### config.mk
export PLATFORM = sky130hd
export DESIGN_NAME = bcd_conv_scheduler_flat
export DESIGN_NICKNAME = d
export VERILOG_FILES = /design/src/rtl/bcd_conv_scheduler_if.sv /design/src/rtl/bcd_conv_scheduler.sv /design/src/flat_wrapper.sv
export SDC_FILE = /design/constraint.sdc
export NUM_CORES = 1
export LEC_CHECK = 0
export ABC_AREA = 1
export CAP_MARGIN = 0
export CORE_MARGIN = 2
export CORE_UTILIZATION = 35
export CTS_CLUSTER_DIAMETER = 120
export CTS_CLUSTER_SIZE = 40
export DETAILED_ROUTE_END_ITERATION = 16
export PLACE_DENSITY_LB_ADDON = 0.15
export SYNTH_ARGS = -nofsm -noshare
export SYNTH_HDL_FRONTEND = slang
export SYNTH_SLANG_ARGS = --single-unit
### constraint.sdc
create_clock -name clk -period 2.3 [get_ports clk]
set_input_delay 0.345 -clock clk [delete_from_list [all_inputs] [get_ports clk]]
set_output_delay 0.345 -clock clk [all_outputs]
set_load 0.01 [all_outputs]
### src/rtl/bcd_conv_scheduler_if.sv
// Bus between the RTC-side scheduler and its neighbours: field snapshot inputs,
// the shared BCD converter drive/return pair, and the registered result bank.
interface bcd_conv_scheduler_if #(
  parameter int unsigned N_CAMPOS = 6
);
  logic                    start;
  logic [7*N_CAMPOS-1:0]   campos_bin;
  logic [N_CAMPOS-1:0]     habilita;
  logic [6:0]              conv_bin;
  logic [7:0]              conv_bcd;
  logic [8*N_CAMPOS-1:0]   campos_bcd;
  logic [N_CAMPOS-1:0]     error;
  logic                    busy;
  logic                    done;

  modport master (
    output start, campos_bin, habilita, conv_bcd,
    input  conv_bin, campos_bcd, error, busy, done
  );

  modport slave (
    input  start, campos_bin, habilita, conv_bcd,
    output conv_bin, campos_bcd, error, busy, done
  );
endinterface

### src/rtl/bcd_conv_scheduler.sv
// Time-multiplexes one binary-to-BCD converter across N_CAMPOS snapshotted
// time/date fields, capturing each result into a registered BCD bank.
module bcd_conv_scheduler #(
  parameter int unsigned N_CAMPOS = 6,
  parameter int unsigned ESPERA   = 1
) (
  input  logic                  clk,
  input  logic                  reset,
  bcd_conv_scheduler_if.slave   bus
);

  localparam int unsigned BIN_W = 7;
  localparam int unsigned BCD_W = 8;
  localparam int unsigned CNT_W = 4;
  localparam int unsigned IDX_W = (N_CAMPOS > 1) ? $clog2(N_CAMPOS) : 1;

  typedef enum logic [2:0] {
    ST_IDLE   = 3'd0,
    ST_SEL    = 3'd1,
    ST_ESPERA = 3'd2,
    ST_CAPT   = 3'd3,
    ST_FIN    = 3'd4
  } state_t;

  state_t                        state, state_nxt;
  logic [BIN_W*N_CAMPOS-1:0]     snap_bin, snap_bin_nxt;
  logic [N_CAMPOS-1:0]           snap_hab, snap_hab_nxt;
  logic [IDX_W-1:0]              idx, idx_nxt;
  logic [CNT_W-1:0]              cnt, cnt_nxt;
  logic [BIN_W-1:0]              conv_bin_q, conv_bin_nxt;
  logic [BCD_W*N_CAMPOS-1:0]     bcd_q, bcd_nxt;
  logic [N_CAMPOS-1:0]           err_q, err_nxt;
  logic                          busy_q, busy_nxt;
  logic                          done_q, done_nxt;

  logic [BIN_W-1:0]              fld_bin;
  logic                          fld_hab;
  logic                          last_idx;

  assign bus.conv_bin   = conv_bin_q;
  assign bus.campos_bcd = bcd_q;
  assign bus.error      = err_q;
  assign bus.busy       = busy_q;
  assign bus.done       = done_q;

  assign last_idx = (idx == IDX_W'(N_CAMPOS - 1));

  // Select the snapshotted field and its enable at the current scan index
  always_comb begin
    fld_bin = '0;
    fld_hab = 1'b0;
    for (int i = 0; i < N_CAMPOS; i++) begin
      if (idx == IDX_W'(i)) begin
        fld_bin = snap_bin[BIN_W*i +: BIN_W];
        fld_hab = snap_hab[i];
      end
    end
  end

  // State and datapath registers; reset aborts any sweep in progress
  always_ff @(posedge clk) begin
    if (reset) begin
      state      <= ST_IDLE;
      snap_bin   <= '0;
      snap_hab   <= '0;
      idx        <= '0;
      cnt        <= '0;
      conv_bin_q <= '0;
      bcd_q      <= '0;
      err_q      <= '0;
      busy_q     <= 1'b0;
      done_q     <= 1'b0;
    end else begin
      state      <= state_nxt;
      snap_bin   <= snap_bin_nxt;
      snap_hab   <= snap_hab_nxt;
      idx        <= idx_nxt;
      cnt        <= cnt_nxt;
      conv_bin_q <= conv_bin_nxt;
      bcd_q      <= bcd_nxt;
      err_q      <= err_nxt;
      busy_q     <= busy_nxt;
      done_q     <= done_nxt;
    end
  end

  // Next-state logic
  always_comb begin
    state_nxt = state;
    case (state)
      ST_IDLE: begin
        if (bus.start) state_nxt = ST_SEL;
      end
      ST_SEL: begin
        if (fld_hab)       state_nxt = (ESPERA > 0) ? ST_ESPERA : ST_CAPT;
        else if (last_idx) state_nxt = ST_FIN;
      end
      ST_ESPERA: begin
        if (cnt <= CNT_W'(1)) state_nxt = ST_CAPT;
      end
      ST_CAPT: begin
        state_nxt = last_idx ? ST_FIN : ST_SEL;
      end
      ST_FIN: begin
        state_nxt = ST_IDLE;
      end
      default: begin
        state_nxt = ST_IDLE;
      end
    endcase
  end

  // Next values of the datapath and registered outputs
  always_comb begin
    snap_bin_nxt = snap_bin;
    snap_hab_nxt = snap_hab;
    idx_nxt      = idx;
    cnt_nxt      = cnt;
    conv_bin_nxt = conv_bin_q;
    bcd_nxt      = bcd_q;
    err_nxt      = err_q;
    busy_nxt     = (state_nxt != ST_IDLE);
    done_nxt     = (state_nxt == ST_FIN);

    case (state)
      ST_IDLE: begin
        if (bus.start) begin
          snap_bin_nxt = bus.campos_bin;
          snap_hab_nxt = bus.habilita;
          idx_nxt      = '0;
        end
      end
      ST_SEL: begin
        if (fld_hab) begin
          conv_bin_nxt = fld_bin;
          cnt_nxt      = CNT_W'(ESPERA);
        end else if (!last_idx) begin
          idx_nxt = idx + IDX_W'(1);
        end
      end
      ST_ESPERA: begin
        cnt_nxt = cnt - CNT_W'(1);
      end
      ST_CAPT: begin
        // Whole-field update so downstream never sees a torn value
        for (int i = 0; i < N_CAMPOS; i++) begin
          if (idx == IDX_W'(i)) begin
            bcd_nxt[BCD_W*i +: BCD_W] = bus.conv_bcd;
            err_nxt[i]                = (bus.conv_bcd == 8'hFF);
          end
        end
        if (!last_idx) idx_nxt = idx + IDX_W'(1);
      end
      default: begin
      end
    endcase
  end

endmodule
### src/flat_wrapper.sv
// flat-port wrapper written by rule: the top's interface ports become plain ports
module bcd_conv_scheduler_flat 
#(
  parameter int unsigned N_CAMPOS = 6,
  parameter int unsigned ESPERA   = 1
)
  (clk, reset, bus_start, bus_campos_bin, bus_habilita, bus_conv_bcd, bus_conv_bin, bus_campos_bcd, bus_error, bus_busy, bus_done);
  bcd_conv_scheduler_if #(.N_CAMPOS(N_CAMPOS)) bus_i ();
  input  logic clk;
  input  logic reset;
  input wire logic [$bits(bus_i.start)-1:0] bus_start;
  input wire logic [$bits(bus_i.campos_bin)-1:0] bus_campos_bin;
  input wire logic [$bits(bus_i.habilita)-1:0] bus_habilita;
  input wire logic [$bits(bus_i.conv_bcd)-1:0] bus_conv_bcd;
  output wire logic [$bits(bus_i.conv_bin)-1:0] bus_conv_bin;
  output wire logic [$bits(bus_i.campos_bcd)-1:0] bus_campos_bcd;
  output wire logic [$bits(bus_i.error)-1:0] bus_error;
  output wire logic [$bits(bus_i.busy)-1:0] bus_busy;
  output wire logic [$bits(bus_i.done)-1:0] bus_done;
  assign bus_i.start = bus_start;
  assign bus_i.campos_bin = bus_campos_bin;
  assign bus_i.habilita = bus_habilita;
  assign bus_i.conv_bcd = bus_conv_bcd;
  assign bus_conv_bin = bus_i.conv_bin;
  assign bus_campos_bcd = bus_i.campos_bcd;
  assign bus_error = bus_i.error;
  assign bus_busy = bus_i.busy;
  assign bus_done = bus_i.done;
  bcd_conv_scheduler #(.N_CAMPOS(N_CAMPOS), .ESPERA(ESPERA)) u_core (.clk(clk), .reset(reset), .bus(bus_i));
endmodule
==> results of run 1 <==
## worst max-delay path by stage
stage | from | end | cells after the start
final | u_core.idx[1] | u_core.idx[1] | 15
after global routing | u_core.idx[1] | u_core.idx[1] | 15
after CTS | u_core.idx[1] | u_core.idx[1] | 12
after detailed placement | u_core.idx[1] | u_core.idx[1] | 12
after global placement | u_core.idx[1] | u_core.idx[1] | 12
after floorplan | u_core.idx[2] | u_core.bus.conv_bin[4] | 13
## flip-flops by register name (all words and copies together), names as in the netlist
register,cells
u_core.bus.campos_bcd,48
u_core.bus.conv_bin,7
u_core.bus.busy,1
u_core.snap_hab,6
u_core.state,3
u_core.bus.done,1
u_core.cnt,4
u_core.snap_bin,42
u_core.idx,3
u_core.bus.error,6
## routing by layer
layer	track usage	up-vias	wire length, µm
met4	0.06897	0	240
li1	-	2353	-
met2	0.3222	130	6740
met5	0	-	0
met1	0.2316	2140	6183
met3	0.08072	19	1072
## repair_timing
item	4_1_cts	5_1_grt
setup buffers	0	0
endpoints found under the setup margin	0	1
gates resized for setup	0	1
## worst max-delay path: cells and delay by family (launching register included)
family / cells / cell delay [ns]
simple gates: 12 / 0.91
flops: 1 / 0.37
fa+ha+maj: 1 / 0.26
buf+inv: 2 / 0.30
## cells in the final DEF, fill, tap and decap left out, types with 3 or more instances in the layout
cell and count:
nand2_1 123, clkdlybuf4s50_1 121, dfxtp_1 121, a21oi_1 113
o21ai_0 88, inv_1 71, nand3_1 39, nor2_1 20
clkbuf_16 17, clkinv_2 9, buf_4 8, ha_1 7
nor3_1 4, nor2_4 4, a21oi_2 4, clkbuf_1 4
nand2_2 3
## power groups by stage
stage	Sequential [mW]	Clock (mW)	Combinational, mW
after floorplan	2.57	0	1.54
after global placement	2.60	0	2.12
after detailed placement	2.60	0	2.16
after CTS	2.56	2.44	2.18
after global routing	2.59	2.54	2.46
final	2.56	2.39	2.17
## kinds of logic after synthesis
kind of cell             after synthesis  share of synthesized area
AND/OR/NAND/NOR                      204                     0.1867
adder cells (fa/ha/maj)                7                    0.01768
buffers and inverters                111                    0.09320
AO/OA/AOI/OAI                        206                     0.2117
flip-flops                           121                     0.4890
XOR/XNOR                               1                   0.001768
## cell type report
class / instances / share of cell area
Sequential cell: 121 / 0.3530
Multi-Input combinational cell: 418 / 0.3023
Tap cell: 180 / 0.03282
Inverter: 77 / 0.04322
Timing Repair Buffer: 131 / 0.1911
Clock buffer: 22 / 0.06619
Clock inverter: 10 / 0.01131
==> impl_metrics.py, run 1 <==
metrics = {
    "power_and_ir_drop": {
        "intPower_mw": 4.689,
        "switchingPower_mw": 2.429,
        "ir_worst_vdd_v": 0.0005718,
        "sw_frac_of_total": 0.3412,
        "p_clk_frac": 0.335,
        "leakage_nw": 2.755,
        "p_per_area_mw_per_mm2": 1037,
        "seq_power_share": 0.360,
        "finalPower_mw": 7.118,
        "p_comb_frac": 0.305,
    },
    "placement": {
        "placed_cell_area_mm2": 0.006326,
        "dpl_worst_slack_ns": 0.2650,
        "place_inst": 927,
        "place_congestion": 0.8965,
        "portBuffers": 121,
        "hpwl_um": 10100,
    },
    "worst_hold_path": {
        "hold_depth": 2,
        "hold_end": "u_core.snap_bin[25]",
        "hp-start": "u_core.snap_bin[25]",
        "hold_class": "reg2reg",
    },
    "clock_network": {
        "cts_tree": "built",
        "ctsLongestPathBuffers": 2,
        "cts_root_buf": "clkbuf_16",
        "clock_sinks": 121,
        "cts_buffers": 17,
        "clk_latency_ns": 0.41,
        "clkTransAtPathRegs_ns": 0.05,
        "htree_levels": 4,
        "ctsHoldBuffers": 0,
    },
    "sta": {
        "timing.final.crit_period_ns": 1.974,
        "worstMarginPinSlew_ns": 0.5192,
        "fin_crit_sh": 0.8582,
        "hold-worst-slack_ns": 0.4574,
        "rsz0062_at_grt": "false",
        "finalClockSkew_ns": 0.007296,
        "slew_headroom": 0.6512,
        "fin_setup_tns_ns": 0,
        "timing.final.ws_setup_ns": 0.3262,
        "maxSlewViolCount": 0,
        "hold_viol": 0,
        "fmax_mhz": 506.6,
        "finalSetupViolations": 0,
    },
    "finish": {
        "fin_cells": 959,
        "num_antenna_cells": 0,
        "areaGrowthSynthToFinish_pct": 38.52,
        "final_area_mm2": 0.006862,
        "multi_input_area_mm2": 0.002074,
        "regArea_mm2": 0.002422,
        "fillers": 1330,
        "nets": 832,
        "layout-drive-gt1-share": 0.08216,
        "final_util": 0.4962,
    },
    "routing": {
        "first_pass_iters": 4,
        "vias": 4642,
        "drt_iter0_drc": 210,
        "vias_per_cell": 4.840,
        "ant_nets": 0,
        "post_drt_wl_per_cell_um": 14.84,
        "postRouteWirelength_um": 14240,
        "drcViolationCount": 0,
    },
    "synth": {
        "netlist.area_leader.share": 0.4890,
        "synthesis.area_mm2": 0.004954,
        "synth.most_common_cell": "nand2_1",
        "synthFlopType": "dfxtp_1",
        "synthTopCellsByCount": "123 x nand2_1, 121 x dfxtp_1, 113 x a21oi_1",
        "synth_async_sr_flop_share": 0,
        "synthTopCellsByArea": "dfxtp_1 49%, a21oi_1 11%, nand2_1 9.3%",
        "syn-num-nets": 716,
        "synth_edf_count": 0,
        "ys_ff_latch": 121,
        "syn_avg_cell_area_um2": 7.621,
        "ys_seq_area_frac": 0.4890,
        "postSynthCellCount": 650,
        "yosysWarnings": 0,
        "yosysTopAreaCell": "dfxtp_1",
        "synth_cell_types": 30,
    },
    "setup_path": {
        "worstPathCellList": "inv_1 -> ha_1 -> buf_4 -> nor2_2 -> nand2_2 -> nand3_1 -> nand2_1 -> nand2_1 -> nand2_2 -> nand2_2 -> nand2_4 -> nand2_1 -> nand2_1 -> nand2_1 -> nor2_1",
        "rrSetupSlack_ns": 0.33,
        "crit_top_cell": "nand2_1",
        "crit_slowest_cell": "dfxtp_1",
        "arrival_ns": 2.26,
        "critPathLaunchType": "flip-flop",
        "path_max_fanout": 16,
        "reg2reg_depth": 15,
        "r2r-end": "u_core.idx[1]",
        "slowest_delay_ns": 0.37,
        "required_ns": 2.59,
        "r2r_start": "u_core.idx[1]",
        "end_kind": "flip-flop",
        "crit_type": "reg2reg",
    },
    "die": {
        "die_x_um": 123.0,
        "core_mm2": 0.01383,
        "io_pins": 122,
        "die_area_mm2": 0.01512,
        "std_cell_rows": 43,
        "die_y_um": 123.0,
        "initial_core_util": 0.3582,
    },
    "run_status": {
        "status": "completed",
    },
    "global_routing": {
        "grt_pass1_wl_um": 22810,
        "grt_pass1_vias": 4689,
        "grt.overflow.total": 0,
        "groute.usage.overall": 0.1966,
        "antenna_found_initial": 0,
        "grt_max_degree": 84,
    },
    "job": {
        "cap_violations": 0,
    },
}
(Power assumes the default switching activity.)
==> run 2: changes to the inputs <==
- CAP_MARGIN: 0 -> default
==> results of run 2 <==
The final DEF is identical to that of run 1; final timing and power are the same.
==> run 3: changes to the inputs <==
- CORE_MARGIN: 2 -> 10
- GPL_ROUTABILITY_DRIVEN: default -> 1
==> run 3 against run 2 <==
Against the previous run:
- register-to-register slack worse by 0.04 ns
- total power is 1.8% higher
- non-clock buffer count increased by 2
- setup slack got worse by 0.038 ns
- die area is 28% higher
- fmax down 1.9%
- core utilization grew 0.096 points
- global-route usage is 4.0 points lower
- sequential power is essentially flat
- combinational power about the same
- critical endpoint unchanged
- highest routed layer unchanged
==> impl_metrics.py, run 3 (same netlist as run 1, synthesis figures left out) <==
metrics = {
    "sta": {
        "fmax_mhz": 497.0,
        "finalSetupViolations": 0,
        "finalClockSkew_ns": 0.007060,
        "hold_viol": 0,
        "worstMarginPinSlew_ns": 0.6326,
        "slew_headroom": 0.5778,
        "rsz0062_at_grt": "false",
        "fin_setup_tns_ns": 0,
        "timing.final.crit_period_ns": 2.012,
        "maxSlewViolCount": 0,
        "hold-worst-slack_ns": 0.4485,
        "fin_crit_sh": 0.8748,
    },
    "routing": {
        "first_pass_iters": 4,
        "vias": 4608,
        "vias_per_cell": 4.800,
        "drt_iter0_drc": 323,
        "post_drt_wl_per_cell_um": 15.88,
        "ant_nets": 0,
        "drcViolationCount": 0,
        "postRouteWirelength_um": 15250,
    },
    "global_routing": {
        "grt_max_degree": 75,
        "grt.overflow.total": 0,
        "grt_pass1_wl_um": 24630,
        "groute.usage.overall": 0.1568,
        "grt_pass1_vias": 4707,
        "antenna_found_initial": 0,
    },
    "die": {
        "std_cell_rows": 43,
        "die_area_mm2": 0.01931,
        "die_y_um": 139.0,
        "io_pins": 122,
        "initial_core_util": 0.3569,
        "core_mm2": 0.01388,
        "die_x_um": 139.0,
    },
    "finish": {
        "multi_input_area_mm2": 0.002077,
        "nets": 834,
        "num_antenna_cells": 0,
        "final_area_mm2": 0.006902,
        "layout_commonest_cell": "nand2_1",
        "layout_common_cells": "123 x nand2_1, 121 x clkdlybuf4s50_1, 121 x dfxtp_1, 113 x a21oi_1, 88 x o21ai_0",
        "final_util": 0.4972,
        "layout-drive-gt1-share": 0.08590,
        "areaGrowthSynthToFinish_pct": 39.33,
        "largest_reg_flops": 48,
        "regArea_mm2": 0.002422,
        "fillers": 1331,
    },
    "setup_path": {
        "critPathLaunchType": "flip-flop",
        "crit_type": "reg2reg",
        "slowest_delay_ns": 0.34,
        "critical_path_buf_inv_count": 2,
        "crit_top_cell": "nand2_1",
        "path_max_fanout": 16,
        "arrival_ns": 2.30,
        "crit_family": "simple AND/OR/NAND/NOR gates",
        "worstPathCellList": "inv_1 -> ha_1 -> inv_1 -> nor2_2 -> nand2_2 -> nand3_1 -> nand2_1 -> nand2_1 -> nand2_2 -> nand2_2 -> nand2_4 -> nand2_1 -> nand2_1 -> nand2_1 -> nor2_1",
        "crit_slowest_cell": "dfxtp_1",
        "required_ns": 2.59,
        "end_kind": "flip-flop",
    },
    "power_and_ir_drop": {
        "ir_worst_vdd_v": 0.0006027,
        "leakage_nw": 2.778,
        "finalPower_mw": 7.246,
        "p_per_area_mw_per_mm2": 1050,
    },
    "clock_network": {
        "ctsLongestPathBuffers": 2,
        "cts_buffers": 17,
        "post_cts_buffers": 0,
        "clk_latency_ns": 0.41,
        "ctsHoldBuffers": 0,
        "clock_sinks": 121,
        "cts_root_buf": "clkbuf_16",
        "cts_resized": 0,
        "htree_levels": 4,
        "clkTransAtPathRegs_ns": 0.05,
        "cts_tree": "built",
    },
    "worst_hold_path": {
        "hold_class": "reg2reg",
    },
    "placement": {
        "hpwl_um": 10950,
        "placed_cell_area_mm2": 0.006341,
        "portBuffers": 121,
        "place_congestion": 0.8212,
    },
    "job": {
        "cap_violations": 0,
    },
    "run_status": {
        "status": "completed",
    },
}
## run 3: cell count changes in the layout (fill, tap and decap cells not counted), sizes merged
cell	delta
clkinv	-3
buf	+2
inv	+1
clkbuf	+1
## run 3: per-layer routing
layer | GRT usage | share of wire | vias up | wire, µm
met2 | 0.2538 | 0.46 | 115 | 7011
met3 | 0.07603 | 0.093 | 15 | 1419
met1 | 0.1767 | 0.43 | 2121 | 6629
met4 | 0.05217 | 0.012 | 0 | 187
met5 | 0 | 0 | - | 0
li1 | - | - | 2357 | -
## run 3: worst paths after layout
| path | from | to | slack, ns | cells after the start |
|---|---|---|---|---|
| setup / recovery | u_core.idx[0] | u_core.idx[1] | 0.29 | 15 |
| hold / removal | u_core.snap_bin[23] | u_core.snap_bin[23] | 0.45 | 2 |
| setup reg to reg | u_core.idx[0] | u_core.idx[1] | 0.29 | 15 |
| hold reg to reg | u_core.snap_bin[23] | u_core.snap_bin[23] | 0.45 | 2 |
## run 3: report_power, final
part	internal, mW	leakage (nW)	switching [mW]
clock network	1.58	0.275	0.911
registers	2.40	0.986	0.154
logic	0.780	1.52	1.42
total	4.77	2.78	2.48
## run 3: per-stage QoR
step,worst slack (ns),std cells
floorplan,0.5100,650
finish,0.2879,960
global route,0.05054,960
global placement,0.2390,929
detailed placement,0.1848,929
CTS,0.1710,960
## run 3: cell type report
type	instances	area share
tap	180	0.03263
sequential	121	0.3510
clock buffer	23	0.07070
clock inverter	8	0.01015
timing repair buffer	133	0.1922
inverter	77	0.04242
multi-input combinational	418	0.3009
## run 3: worst min-delay path, stage by stage, from the launching register on
cell     delay [ns]
dfxtp_1        0.29
inv_1          0.05
a21oi_1        0.05
